<file path="config.mk">
export PLATFORM = sky130hd
export DESIGN_NAME = m_registers
export DESIGN_NICKNAME = d
export VERILOG_FILES = /design/src/rtl/m_registers.sv
export SDC_FILE = /design/constraint.sdc
export NUM_CORES = 1
export LEC_CHECK = 0
export ABC_AREA = 0
export ABC_CLOCK_PERIOD_IN_PS = 900
export CAP_MARGIN = 25
export CORE_UTILIZATION = 30
export CTS_BUF_LIST = sky130_fd_sc_hd__clkbuf_4 sky130_fd_sc_hd__clkbuf_8
export DETAILED_ROUTE_END_ITERATION = 6
export PLACE_DENSITY_LB_ADDON = 0.25
export SLEW_MARGIN = 20
export SYNTH_ARGS = -nofsm -noshare
export SYNTH_HDL_FRONTEND = slang
export SYNTH_SLANG_ARGS = --single-unit
</file>
<file path="constraint.sdc">
create_clock -name clk -period 0.9 [get_ports clk]
set_input_delay 0.18 -clock clk [delete_from_list [all_inputs] [get_ports clk]]
set_output_delay 0.18 -clock clk [all_outputs]
set_load 0.05 [all_outputs]
</file>
<file path="src/rtl/m_registers.sv">
// m_registers -- datapath registers for an iterative restoring divider.
//
// Holds the remainder (R), the left-aligned divisor (D) and the quotient (Z).
// Each register is updated on the rising edge of clk according to its own
// select; all three selects act independently in the same cycle.
//
// Ports:
//   clk        in   rising-edge clock
//   resetn     in   asynchronous active-low reset, clears R, D and Z
//   mux_R      in   remainder select: KEEP, A, A_NEG, SUB_KEEP
//   mux_D      in   divisor select:   KEEP, B, B_NEG, SHR
//   mux_Z      in   quotient select:  KEEP, ZERO, SHL_ADD (code 3 = KEEP)
//   rs1        in   dividend operand
//   rs2        in   divisor operand
//   sub_result in   external subtractor result, bit 31 is the sign
//   R          out  remainder register
//   D          out  divisor register, operand aligned to D[62:31]
//   Z          out  quotient register
//
// Configuration macro:
//   M_REGISTERS_NEG_EN  when defined, A_NEG / B_NEG load the two's-complement
//                       negation of rs1 / rs2. When undefined, those codes
//                       hold the register and no negation logic is built.
//
// Select encodings come from the shared m_definitions macros; defaults are
// provided here so the file also stands alone.

`ifndef MUX_R_LENGTH
`define MUX_R_LENGTH   2
`endif
`ifndef MUX_R_KEEP
`define MUX_R_KEEP     2'd0
`endif
`ifndef MUX_R_A
`define MUX_R_A        2'd1
`endif
`ifndef MUX_R_A_NEG
`define MUX_R_A_NEG    2'd2
`endif
`ifndef MUX_R_SUB_KEEP
`define MUX_R_SUB_KEEP 2'd3
`endif

`ifndef MUX_D_LENGTH
`define MUX_D_LENGTH   2
`endif
`ifndef MUX_D_KEEP
`define MUX_D_KEEP     2'd0
`endif
`ifndef MUX_D_B
`define MUX_D_B        2'd1
`endif
`ifndef MUX_D_B_NEG
`define MUX_D_B_NEG    2'd2
`endif
`ifndef MUX_D_SHR
`define MUX_D_SHR      2'd3
`endif

`ifndef MUX_Z_LENGTH
`define MUX_Z_LENGTH   2
`endif
`ifndef MUX_Z_KEEP
`define MUX_Z_KEEP     2'd0
`endif
`ifndef MUX_Z_ZERO
`define MUX_Z_ZERO     2'd1
`endif
`ifndef MUX_Z_SHL_ADD
`define MUX_Z_SHL_ADD  2'd2
`endif

module m_registers (
  input  logic                     clk,
  input  logic                     resetn,
  input  logic [`MUX_R_LENGTH-1:0] mux_R,
  input  logic [`MUX_D_LENGTH-1:0] mux_D,
  input  logic [`MUX_Z_LENGTH-1:0] mux_Z,
  input  logic [31:0]              rs1,
  input  logic [31:0]              rs2,
  input  logic [31:0]              sub_result,
  output logic [31:0]              R,
  output logic [62:0]              D,
  output logic [31:0]              Z
);

  logic [31:0] r_next;
  logic [62:0] d_next;
  logic [31:0] z_next;

  // A non-negative subtraction result means the divisor "fit": the remainder
  // takes the difference and the quotient shifts in a 1.
  logic sub_fits;
  assign sub_fits = ~sub_result[31];

`ifdef M_REGISTERS_NEG_EN
  logic [31:0] rs1_neg;
  logic [31:0] rs2_neg;
  // Modulo-2^32 negation: 0x80000000 maps to itself.
  assign rs1_neg = ~rs1 + 32'd1;
  assign rs2_neg = ~rs2 + 32'd1;
`endif

  always_comb begin
    r_next = R;
    case (mux_R)
      `MUX_R_A:        r_next = rs1;
      `MUX_R_A_NEG: begin
`ifdef M_REGISTERS_NEG_EN
        r_next = rs1_neg;
`endif
      end
      `MUX_R_SUB_KEEP: if (sub_fits) r_next = sub_result;
      default:         r_next = R;
    endcase
  end

  always_comb begin
    d_next = D;
    case (mux_D)
      `MUX_D_B:      d_next = {rs2, 31'b0};
      `MUX_D_B_NEG: begin
`ifdef M_REGISTERS_NEG_EN
        d_next = {rs2_neg, 31'b0};
`endif
      end
      `MUX_D_SHR:    d_next = {1'b0, D[62:1]};
      default:       d_next = D;
    endcase
  end

  always_comb begin
    z_next = Z;
    case (mux_Z)
      `MUX_Z_ZERO:    z_next = 32'd0;
      `MUX_Z_SHL_ADD: z_next = {Z[30:0], sub_fits};
      default:        z_next = Z;
    endcase
  end

  always_ff @(posedge clk or negedge resetn) begin
    if (!resetn) begin
      R <= 32'd0;
      D <= 63'd0;
      Z <= 32'd0;
    end else begin
      R <= r_next;
      D <= d_next;
      Z <= z_next;
    end
  end

endmodule

</file>
==> impl_metrics.ini <==
[placement]
numPortBuffers = 230
dp_hpwl_um = 11700
gp_congestion = 0.763
placedInstanceArea_um2 = 9920
post-place-ws_ps = -636

[synthesis]
synth_top_area_cell = dfrtp_1
syn_nets = 694
ys_ff_latch = 127
synth-warning-count = 0
synth.avg_cell_area_um2 = 9.86
netlist_top_cells_area = dfrtp_1, nand2_1, mux2i_1
syn_area_um2 = 5810
seq_area_frac_synth_pct = 54.7
yosys.area.top_type_share_pct = 54.7
synthDistinctLibCells = 24
synth_cells = 589

[floorplanning]
die_area_um2 = 19900
placementRows = 50
initial_utilization_pct = 30.8
die_x_um = 141
die_h_um = 141
core_um2 = 18800
io_pins = 231

[critical_path]
cp-endpoint = D[60]
path_buf_inv = 2
crit_cells = 2
path_class = register to output pin
cpPeakStageDelay_ps = 390
required_ps = 720
r2r_setup_slack_ps = -80
crit_slowest_cell = dfrtp_1
reg2reg_depth = 4
arrival_ps = 1090
startpoint = D[60]
worstReg2RegStart = D[55]
worst_setup_path_start_kind = register
crit_fanout = 2
crit_path_end_kind = output pin
crit_path_cell_trace = buf_6 > buf_12
reg2reg_to = D[54]
critPathTopFamily = flip-flops

[pwr]
p_total_mw = 18.2
power_density_nw_per_um2 = 1510
leakage_nw = 5.30
vdd_ir_drop_max_mv = 0.979

[cts]
cts_max_path_buffers = 2
root_buffer = clkbuf_8
clk_latency_ps = 430
cts_tree = built
cts_made_buffers = 17
clkSlewWorstSetupHoldPaths_ps = 80
cts_sinks = 127
cts.htree.levels = 4

[route]
first_pass_iters = 4
wirelength_um = 18700
drtIter0Drc = 194
drc = 0
routedWlPerCell_um = 15.1
via_per_inst = 4.54
vias = 5633
ant_nets = 0

[cells_and_area]
nFillCells = 1487
antenna_cells = 0
finalNetCount = 1072
area_delta_synth_final_pct = 108
drive_gt1_share_pct = 47.8
fin_area_um2 = 12100

[timing]
min_period_ps = 1270
setup_ws_ps = -367
worst_pin_slew_ps = 272
hold_ws_ps = 151
slew-limit-headroom_pct = 81.9
maxSlewViolCount = 0
hold_viol = 0
finClkSkew_ps = 13.8
timing.fmax_ghz = 0.789
timing.final.crit_share_pct = 141
setup_violations = 138
rsz0062_at_grt = yes

[run_status]
violations = negative setup slack
outcome = complete, but fails checks

[global_route]
antenna_found_initial = 0
grt_pass1_wl_um = 29300
grt_pass1_vias = 5703
grt_overflow_total = 0
grt_max_degree = 38
grt_usage_pct = 18.8

[hold_path]
hold_class = input port to register

[flow_run]
maxCapViolCount = 0
-- how the worst min path moves through the flow --
| stage | from | end | slack [ps] | cells past startpoint |
|---|---|---|---|---|
| final | sub_result[31] | Z[0] | 150 | 3 |
| after global routing | sub_result[31] | Z[0] | 140 | 3 |
| after CTS | resetn | D[1] | 150 | 2 |
| after detailed placement | resetn | D[1] | 80 | 1 |
| after global placement | resetn | D[0] | 80 | 1 |
| after floorplan | resetn | D[0] | -120 | 0 |
-- placed cells by master, fill, tap and decap left out, types with 2 or more instances in the layout --
| cell type | instances |
|---|---|
| and3b_1 | 31 |
| clkinvlp_4 | 2 |
| buf_6 | 60 |
| nand2_2 | 9 |
| buf_12 | 147 |
| inv_6 | 2 |
| o21ai_2 | 3 |
| buf_4 | 89 |
| inv_1 | 32 |
| o22ai_4 | 11 |
| nor2_1 | 61 |
| clkbuf_8 | 18 |
| buf_16 | 2 |
| a21oi_1 | 30 |
| bufinv_16 | 2 |
| dfrtp_2 | 52 |
| nand2_1 | 87 |
| clkinv_4 | 3 |
| dfrtp_1 | 75 |
| clkinv_2 | 4 |
| buf_2 | 3 |
| o21ai_1 | 58 |
| o22ai_1 | 3 |
| clkdlybuf4s50_1 | 95 |
| o22ai_2 | 17 |
| dlygate4sd2_1 | 2 |
| nor3_2 | 30 |
| mux2i_1 | 29 |
| mux2i_4 | 2 |
| o21ai_0 | 3 |
| bufbuf_16 | 2 |
-- tightest hold or removal path: cells and delay by family --
kind | cells | cell delay (ps)
simple gates | 1 | 130
compound gates | 1 | 60
buf+inv | 1 | 180
-- final cells by class --
| class | instances | area (µm²) | area share, % |
|---|---|---|---|
| repair buffers | 403 | 5420 | 44.9 |
| flip-flops and latches | 127 | 3240 | 26.9 |
| multi-input cells | 384 | 2560 | 21.2 |
| well taps | 260 | 325 | 2.70 |
| clock buffers | 19 | 255 | 2.11 |
| clock inverters | 13 | 139 | 1.15 |
| inverters | 34 | 135 | 1.12 |
-- registers in the layout, summed over array words and instances (netlist names) --
signal  flops
D          63
R          32
Z          32
-- per-stage QoR --
step	setup TNS [ps]	instances	utilization [%]
after global placement	-42680	1068	52.7
after CTS	-41760	1222	61.3
after detailed placement	-43330	1068	52.7
final	-37930	1240	64.1
after global routing	-45350	1240	64.1
after floorplan	-2200	589	-
-- where the power goes --
group	switching [mW]	internal [mW]
sequential	0.536	6.16
combinational	3.01	3.49
clock	2.45	2.57
-- metal layers --
layer | wire (µm) | up-vias | global-route usage, %
met5 | 38 | - | 0
met4 | 237 | 3 | 5.09
met3 | 1670 | 18 | 7.47
met2 | 9300 | 184 | 31.3
met1 | 7490 | 2687 | 22.4
li1 | - | 2741 | -
-- cell families after synthesis --
family / synth area share (%)
AND/OR/NAND/NOR: 20.9
AO/OA/AOI/OAI: 11.7
flip-flops: 54.7
buffers and inverters: 7.15
multiplexers: 5.34
adder cells (fa/ha/maj): 0.215
-- cell usage after synthesis --
library cell and n:
o21ai_1 16, clkbuf_1 9, mux2i_1 31, and2_1 1
buf_4 4, nand3b_1 1, nor2_1 62, dfrtp_1 127
inv_1 34, a21oi_1 31, buf_2 17, nor3_1 1
clkbuf_2 3, buf_6 11, o22ai_1 31, o2bb2ai_1 1
nor2b_2 1, and3b_1 31, nand2_1 96, nand2b_1 1
o21ai_0 48, nor3_2 30, ha_1 1, nand2b_4 1
-- what timing repair did --
action,4_1_cts,5_1_grt
resized for setup,38,95
endpoints found under the hold margin,127,0
gates cloned,4,0
endpoints found under the setup margin,191,181
buffers inserted,117,23
hold buffers,1,0
pin swaps,23,55
Note: power is estimated with default switching activity, not from simulation.
